### config.mk
export PLATFORM = sky130hd
export DESIGN_NAME = pipe_ctrl_unit
export DESIGN_NICKNAME = d
export VERILOG_FILES = /design/src/rtl/pipe_ctrl_unit.sv
export SDC_FILE = /design/constraint.sdc
export NUM_CORES = 1
export LEC_CHECK = 0
export ABC_AREA = 1
export ABC_CLOCK_PERIOD_IN_PS = 6100
export CAP_MARGIN = 5
export CORE_ASPECT_RATIO = 1.1
export CORE_MARGIN = 2
export CORE_UTILIZATION = 50
export CTS_CLUSTER_DIAMETER = 50
export DETAILED_ROUTE_END_ITERATION = 7
export PLACE_DENSITY = 0.94
export REMOVE_ABC_BUFFERS = 1
export SLEW_MARGIN = 20
export SYNTH_ARGS = -nofsm -noshare
export SYNTH_HDL_FRONTEND = slang
export SYNTH_SLANG_ARGS = --single-unit
### constraint.sdc
create_clock -name clock -period 6.1 [get_ports clock]
set_clock_uncertainty 0.1 [all_clocks]
set_input_delay 1.83 -clock clock [delete_from_list [all_inputs] [get_ports clock]]
set_output_delay 1.83 -clock clock [all_outputs]
set_load 0.02 [all_outputs]
### src/rtl/pipe_ctrl_unit.sv
// Pipeline control unit: decodes IF/ID and carries control words through ID/EX, EX/MEM and MEM/WB.
// Detects load-use and branch hazards. Define PIPE_CTRL_FORWARD_EN to enable operand forwarding.
module pipe_ctrl_unit #(
    parameter int REG_AW  = 5,
    parameter int ALUOP_W = 4
) (
    input  logic               clock,
    input  logic               reset,
    input  logic [31:0]        if_id_inst,
    input  logic               ex_mem_zero,
    output logic               stall,
    output logic               flush,
    output logic               id_sign_ext,
    output logic [ALUOP_W-1:0] ex_alu_op,
    output logic               ex_use_imm,
    output logic               ex_shift,
    output logic               ex_dst_rd,
    output logic [1:0]         ex_fwd_a,
    output logic [1:0]         ex_fwd_b,
    output logic               mem_write,
    output logic               mem_branch_taken,
    output logic               wb_reg_write,
    output logic               wb_mem_to_reg,
    output logic [REG_AW-1:0]  wb_dst,
    output logic               id_illegal
);

    // ALU_* codes shared with the datapath ALU
    localparam logic [ALUOP_W-1:0] ALU_ADD = ALUOP_W'(0);
    localparam logic [ALUOP_W-1:0] ALU_SUB = ALUOP_W'(1);
    localparam logic [ALUOP_W-1:0] ALU_AND = ALUOP_W'(2);
    localparam logic [ALUOP_W-1:0] ALU_OR  = ALUOP_W'(3);
    localparam logic [ALUOP_W-1:0] ALU_NOR = ALUOP_W'(4);
    localparam logic [ALUOP_W-1:0] ALU_SLT = ALUOP_W'(5);
    localparam logic [ALUOP_W-1:0] ALU_SLL = ALUOP_W'(6);
    localparam logic [ALUOP_W-1:0] ALU_SRL = ALUOP_W'(7);
    localparam logic [ALUOP_W-1:0] ALU_SRA = ALUOP_W'(8);

    typedef struct packed {
        logic [ALUOP_W-1:0] alu_op;
        logic               use_imm;
        logic               shift;
        logic               dst_rd;
        logic               mem_write;
        logic               mem_read;
        logic               branch;
        logic               reg_write;
        logic               mem_to_reg;
        logic [REG_AW-1:0]  dst;
        logic [REG_AW-1:0]  rs;
        logic [REG_AW-1:0]  rt;
        logic               reads_rs;
        logic               reads_rt;
    } ctrl_t;

    localparam ctrl_t NOP = '{alu_op: ALU_ADD, default: '0};

    ctrl_t idex_q, idex_d, exmem_q, exmem_d, memwb_q, memwb_d;
    ctrl_t dec;
    logic  illegal, sign_ext, hazard;
    logic  [5:0] opcode, funct;

    assign opcode = if_id_inst[31:26];
    assign funct  = if_id_inst[5:0];

    always_comb begin
        dec      = NOP;
        illegal  = 1'b0;
        sign_ext = 1'b1;
        case (opcode)
            6'h00: begin
                dec.dst_rd    = 1'b1;
                dec.reg_write = 1'b1;
                dec.reads_rs  = 1'b1;
                dec.reads_rt  = 1'b1;
                dec.dst       = REG_AW'(if_id_inst[15:11]);
                case (funct)
                    6'h20: dec.alu_op = ALU_ADD;
                    6'h22: dec.alu_op = ALU_SUB;
                    6'h24: dec.alu_op = ALU_AND;
                    6'h25: dec.alu_op = ALU_OR;
                    6'h27: dec.alu_op = ALU_NOR;
                    6'h2A: dec.alu_op = ALU_SLT;
                    6'h00: begin dec.alu_op = ALU_SLL; dec.shift = 1'b1; dec.reads_rs = 1'b0; end
                    6'h02: begin dec.alu_op = ALU_SRL; dec.shift = 1'b1; dec.reads_rs = 1'b0; end
                    6'h03: begin dec.alu_op = ALU_SRA; dec.shift = 1'b1; dec.reads_rs = 1'b0; end
                    default: illegal = 1'b1;
                endcase
            end
            6'h08, 6'h0C, 6'h0D, 6'h23: begin
                dec.use_imm   = 1'b1;
                dec.reg_write = 1'b1;
                dec.reads_rs  = 1'b1;
                dec.dst       = REG_AW'(if_id_inst[20:16]);
                if (opcode == 6'h0C) begin dec.alu_op = ALU_AND; sign_ext = 1'b0; end
                if (opcode == 6'h0D) begin dec.alu_op = ALU_OR;  sign_ext = 1'b0; end
                if (opcode == 6'h23) begin dec.mem_read = 1'b1; dec.mem_to_reg = 1'b1; end
            end
            6'h2B: begin
                dec.use_imm   = 1'b1;
                dec.mem_write = 1'b1;
                dec.reads_rs  = 1'b1;
                dec.reads_rt  = 1'b1;
            end
            6'h04: begin
                dec.alu_op   = ALU_SUB;
                dec.branch   = 1'b1;
                dec.reads_rs = 1'b1;
                dec.reads_rt = 1'b1;
            end
            default: illegal = 1'b1;
        endcase
        if (illegal) begin
            dec = NOP;
        end else begin
            dec.rs = REG_AW'(if_id_inst[25:21]);
            dec.rt = REG_AW'(if_id_inst[20:16]);
            if (dec.dst == '0) dec.reg_write = 1'b0;
        end
    end

`ifdef PIPE_CTRL_FORWARD_EN
    function automatic logic [1:0] fwd_sel(input logic [REG_AW-1:0] src, input ctrl_t em, input ctrl_t mw);
        if (src == '0)                                     fwd_sel = 2'b00;
        else if (em.reg_write && em.dst == src && !em.mem_read) fwd_sel = 2'b10;
        else if (mw.reg_write && mw.dst == src)            fwd_sel = 2'b01;
        else                                               fwd_sel = 2'b00;
    endfunction

    assign hazard = idex_q.mem_read && (idex_q.dst != '0) &&
                    ((dec.reads_rs && dec.rs == idex_q.dst) || (dec.reads_rt && dec.rt == idex_q.dst));
    assign ex_fwd_a = fwd_sel(idex_q.rs, exmem_q, memwb_q);
    assign ex_fwd_b = fwd_sel(idex_q.rt, exmem_q, memwb_q);
`else
    // MEM/WB writes land in the first half-cycle, so only ID/EX and EX/MEM can conflict
    function automatic logic raw(input ctrl_t p, input ctrl_t id);
        raw = p.reg_write &&
              ((id.reads_rs && id.rs != '0 && id.rs == p.dst) ||
               (id.reads_rt && id.rt != '0 && id.rt == p.dst));
    endfunction

    assign hazard   = raw(idex_q, dec) || raw(exmem_q, dec);
    assign ex_fwd_a = 2'b00;
    assign ex_fwd_b = 2'b00;
`endif

    assign flush = exmem_q.branch & ex_mem_zero;
    assign stall = hazard & ~flush;

    always_comb begin
        idex_d  = (flush || stall) ? NOP : dec;
        exmem_d = flush ? NOP : idex_q;
        memwb_d = exmem_q;
    end

    always_ff @(posedge clock or negedge reset) begin
        if (!reset) begin
            idex_q  <= NOP;
            exmem_q <= NOP;
            memwb_q <= NOP;
        end else begin
            idex_q  <= idex_d;
            exmem_q <= exmem_d;
            memwb_q <= memwb_d;
        end
    end

    assign id_sign_ext      = sign_ext;
    assign id_illegal       = illegal;
    assign ex_alu_op        = idex_q.alu_op;
    assign ex_use_imm       = idex_q.use_imm;
    assign ex_shift         = idex_q.shift;
    assign ex_dst_rd        = idex_q.dst_rd;
    assign mem_write        = exmem_q.mem_write;
    assign mem_branch_taken = flush;
    assign wb_reg_write     = memwb_q.reg_write;
    assign wb_mem_to_reg    = memwb_q.mem_to_reg;
    assign wb_dst           = memwb_q.dst;

    logic unused_bits;
    assign unused_bits = ^{if_id_inst[10:6], idex_q, exmem_q, memwb_q};

endmodule

==> impl_metrics.prom <==
# TYPE chip_impl_metric gauge
chip_impl_metric{name="io_port_bufs",unit=""} 49
chip_impl_metric{name="number_of_failing_setup_endpoints_in_the_final_timing_report",unit=""} 0
chip_impl_metric{name="coreArea",unit="um2"} 3930
chip_impl_info{name="outcome",value="finished, final reports clean"} 1
chip_impl_metric{name="hold_buffer_count_at_cts",unit=""} 0
chip_impl_metric{name="cp_data_required_time",unit="ps"} 4170
chip_impl_metric{name="worst_ep_arrival_time",unit="ps"} 4120
chip_impl_metric{name="synth_sequential_area_ratio",unit="%"} 39.3
chip_impl_metric{name="cp_max_fo",unit=""} 6
chip_impl_metric{name="post_layout_nonfiller_instances",unit=""} 413
chip_impl_info{name="synthTopCellsByArea",value="sky130_fd_sc_hd__dfrtp_1, sky130_fd_sc_hd__nand2_1, sky130_fd_sc_hd__nor2_1"} 1
chip_impl_metric{name="synth.avg_cell_area",unit="um2"} 7.49
chip_impl_metric{name="p_leak",unit="nW"} 1.62
chip_impl_metric{name="peakVddDrop",unit="uV"} 163
chip_impl_metric{name="pin_count_of_the_biggest_net_entering_global_routing",unit=""} 33
chip_impl_metric{name="clk_transition_reported_paths",unit="ps"} 70
chip_impl_info{name="synth_largest_area_cell",value="sky130_fd_sc_hd__dfrtp_1"} 1
chip_impl_metric{name="finalCritPeriodShare",unit="%"} 99.1
chip_impl_metric{name="overflow_left_after_global_routing",unit=""} 0
chip_impl_metric{name="timing.final.max_slew_violations",unit=""} 0
chip_impl_metric{name="multi_input_comb_area",unit="um2"} 1040
chip_impl_metric{name="initial_core_utilization",unit="%"} 51.8
chip_impl_info{name="synth-main-ff-cell",value="sky130_fd_sc_hd__dfrtp_1"} 1
chip_impl_info{name="timing.rr.start",value="idex_q[12]"} 1
chip_impl_metric{name="power_per_cell_area",unit="nW/um2"} 168
chip_impl_info{name="cts_tree",value="built"} 1
chip_impl_metric{name="drc",unit=""} 0
chip_impl_metric{name="fmax",unit="GHz"} 0.165
chip_impl_metric{name="sequential_cell_area",unit="um2"} 801
chip_impl_metric{name="layout.nets",unit=""} 395
chip_impl_metric{name="clock_tree.htree_level_count",unit=""} 2
chip_impl_metric{name="rrSetupSlack",unit="ps"} 4220
chip_impl_info{name="worst_hold_path_type",value="register to register"} 1
chip_impl_metric{name="largest_register_ffs",unit=""} 9
chip_impl_metric{name="synth-seq-cells",unit=""} 32
chip_impl_info{name="setup_crit_end",value="stall"} 1
chip_impl_metric{name="hold_fails_final_rpt",unit=""} 0
chip_impl_info{name="top_reg_by_flops",value="idex_q"} 1
chip_impl_metric{name="design_power_total",unit="mW"} 0.519
chip_impl_metric{name="routed_wl",unit="um"} 7010
chip_impl_metric{name="grt_util_met3",unit="%"} 5.56
chip_impl_metric{name="grt_pass1_vias",unit=""} 2014
chip_impl_metric{name="route.antenna.remaining_nets",unit=""} 0
chip_impl_info{name="grt_most_used_layer",value="met2"} 1
chip_impl_metric{name="detailroute.via_count",unit=""} 2392
chip_impl_metric{name="synth-edff-count",unit=""} 0
chip_impl_metric{name="dp_hpwl",unit="um"} 3730
chip_impl_metric{name="maxCapViolations",unit=""} 0
chip_impl_metric{name="finalHoldWorstSlack",unit="ps"} 257
chip_impl_metric{name="io_pins",unit=""} 59
chip_impl_metric{name="timing.reg2reg.worst_path_depth",unit=""} 11
chip_impl_info{name="clockRootBuffer",value="sky130_fd_sc_hd__clkbuf_8"} 1
chip_impl_metric{name="layout_cell_share_with_drive_strength_beyond_1",unit="%"} 28.3
chip_impl_metric{name="num_rows",unit=""} 24
chip_impl_metric{name="synth_cell_types",unit=""} 27
chip_impl_info{name="critical_path.startpoint",value="if_id_inst[26]"} 1
chip_impl_metric{name="synthAdderAreaFrac",unit="%"} 0
chip_impl_info{name="critPathKind",value="primary input to primary output"} 1
chip_impl_metric{name="grt_util_all_layers",unit="%"} 24.4
chip_impl_metric{name="chipWidth",unit="um"} 64.9
chip_impl_metric{name="routabilityCongestion",unit=""} 0.869
chip_impl_metric{name="tritoncts.num_buffers",unit=""} 5
chip_impl_metric{name="yosys-mux-area-fraction",unit="%"} 0
chip_impl_metric{name="grt.met2_usage",unit="%"} 40.1
chip_impl_metric{name="synthesis.area",unit="um2"} 2040
chip_impl_metric{name="setup_total_negative_slack",unit="ps"} 0
chip_impl_metric{name="synth.yosys.warnings",unit=""} 0
chip_impl_metric{name="antenna_violations_before_repair",unit=""} 0
chip_impl_metric{name="n_antenna_cell",unit=""} 0
chip_impl_metric{name="netlist_instances",unit=""} 272
chip_impl_metric{name="drt_pass1_iterations",unit=""} 7
chip_impl_metric{name="clk_latency",unit="ps"} 300
chip_impl_metric{name="drt_iter0_markers",unit=""} 299
chip_impl_metric{name="synthesized_area_fraction_occupied_by_ao_oa_aoi_and_oai_cells",unit="%"} 5.89
chip_impl_info{name="count_leader_synth",value="sky130_fd_sc_hd__nand2_1"} 1
chip_impl_metric{name="synth_top_cell_area_share",unit="%"} 39.3
chip_impl_metric{name="routedWlPerCell",unit="um"} 17.0
chip_impl_metric{name="cts_buffer_depth",unit=""} 2
chip_impl_metric{name="grt_pass1_wl",unit="um"} 8690
chip_impl_metric{name="dp_cells",unit=""} 390
chip_impl_info{name="synth_commonest_cells",value="sky130_fd_sc_hd__nand2_1, sky130_fd_sc_hd__nor2_1, sky130_fd_sc_hd__inv_1, sky130_fd_sc_hd__dfrtp_1, sky130_fd_sc_hd__nand3_1"} 1
chip_impl_metric{name="synth_simple_gate_area_share",unit="%"} 38.7
chip_impl_metric{name="die-height",unit="um"} 71.0
chip_impl_metric{name="synth_xor_area_share",unit="%"} 3.01
chip_impl_metric{name="grt_use_met1",unit="%"} 29.6
chip_impl_metric{name="fp.dieArea",unit="um2"} 4600
chip_impl_metric{name="area_growth",unit="%"} 51.6
chip_impl_metric{name="fillCellCount",unit=""} 218
chip_impl_info{name="worstSetupStartpointType",value="primary input"} 1
chip_impl_metric{name="post-route-min-period",unit="ps"} 6050
chip_impl_metric{name="numClockSinks",unit=""} 32
chip_impl_info{name="dominant_combinational_cell_family_by_area_after_synthesis",value="simple AND/OR/NAND/NOR gates"} 1
chip_impl_info{name="endpoint_kind",value="primary output"} 1
chip_impl_metric{name="vias_per_cell",unit=""} 5.79
chip_impl_metric{name="fraction_of_registers_with_async_set_reset",unit="%"} 100
chip_impl_info{name="worstReg2RegEnd",value="idex_q[12]"} 1
kinds of logic after synthesis:
group,count (synthesis)
xor+xnor,7
flops,32
other cells,1
buf+inv,53
compound gates,18
simple gates,161
per-layer routing:
| metal | routed length, um | share of wire, % | up-vias |
|---|---|---|---|
| met1 | 2490 | 35 | 1106 |
| met3 | 749 | 11 | 63 |
| li1 | - | - | 1022 |
| met4 | 480 | 6.8 | 0 |
| met5 | 0 | 0 | - |
| met2 | 3290 | 47 | 201 |
where the power goes:
group          internal (mW)  switching [mW]  total (mW)
sequential             0.214        0.000972       0.215
clock                  0.121          0.0892       0.210
combinational         0.0421          0.0515      0.0937
total                  0.377           0.142       0.519
area by class of cell:
class,count,share of cell area [%]
Sequential cell,32,25.9
Timing Repair Buffer,94,30.1
Inverter,37,4.58
Multi-Input combinational cell,190,33.7
Tap cell,52,2.11
Clock inverter,3,1.38
Clock buffer,5,2.23
how the worst min path moves through the flow:
stage | startpoint | end | cells after the start
floorplan | exmem_q[17] | wb_mem_to_reg | 0
global route | exmem_q[17] | wb_mem_to_reg | 0
CTS | exmem_q[17] | wb_mem_to_reg | 0
detailed placement | exmem_q[17] | wb_mem_to_reg | 0
global placement | exmem_q[17] | wb_mem_to_reg | 0
finish | exmem_q[17] | wb_mem_to_reg | 0
worst max-delay path: stages:
cell and delay, ps:
sky130_fd_sc_hd__dlymetal6s2s_1 150, sky130_fd_sc_hd__nor2_2 160, sky130_fd_sc_hd__nand2_2 90, sky130_fd_sc_hd__nor2_4 160, sky130_fd_sc_hd__nand2_1 80, sky130_fd_sc_hd__nor2_2 150
sky130_fd_sc_hd__nand3_4 190, sky130_fd_sc_hd__clkbuf_16 210, sky130_fd_sc_hd__nand3_1 110, sky130_fd_sc_hd__nand2_1 110, sky130_fd_sc_hd__nand2_1 130, sky130_fd_sc_hd__nand2_1 110
sky130_fd_sc_hd__nor2_2 130, sky130_fd_sc_hd__nand3_1 70, sky130_fd_sc_hd__nand2_1 80, sky130_fd_sc_hd__nand2_2 60, sky130_fd_sc_hd__a21oi_2 160, sky130_fd_sc_hd__buf_6 140
cell usage in the layout (no fill, tap or decap), drive strengths merged, types with 2 or more instances in the layout:
cell type,n
nand2,63
nor2,53
buf,44
inv,37
clkdlybuf4s50,36
dfrtp,32
nand3,32
dlymetal6s2s,12
nand4,10
xor2,7
clkbuf,7
a21oi,5
conb,4
o21ai,3
a22oi,3
or2,3
a22o,2
o311ai,2
metrics by stage:
| step | setup slack, ps | cell area, um2 | utilization [%] |
|---|---|---|---|
| 2_1_floorplan | 304 | 1930 | - |
| 3_3_place_gp | -345 | 2730 | 69.4 |
| 3_5_place_dp | -427 | 2730 | 69.4 |
| 4_1_cts | 4.51 | 2840 | 72.2 |
| 5_1_grt | -133 | 3090 | 78.5 |
| 6_report | 54.1 | 3090 | 78.5 |
timing repair:
item,CTS,global route
pin swaps,0,19
gates resized for setup,5,40
cloned,0,3
setup buffers,0,12
hold endpoints to repair,0,0
endpoints found under the setup margin,1,1
Power figures use the tool's default switching activity.
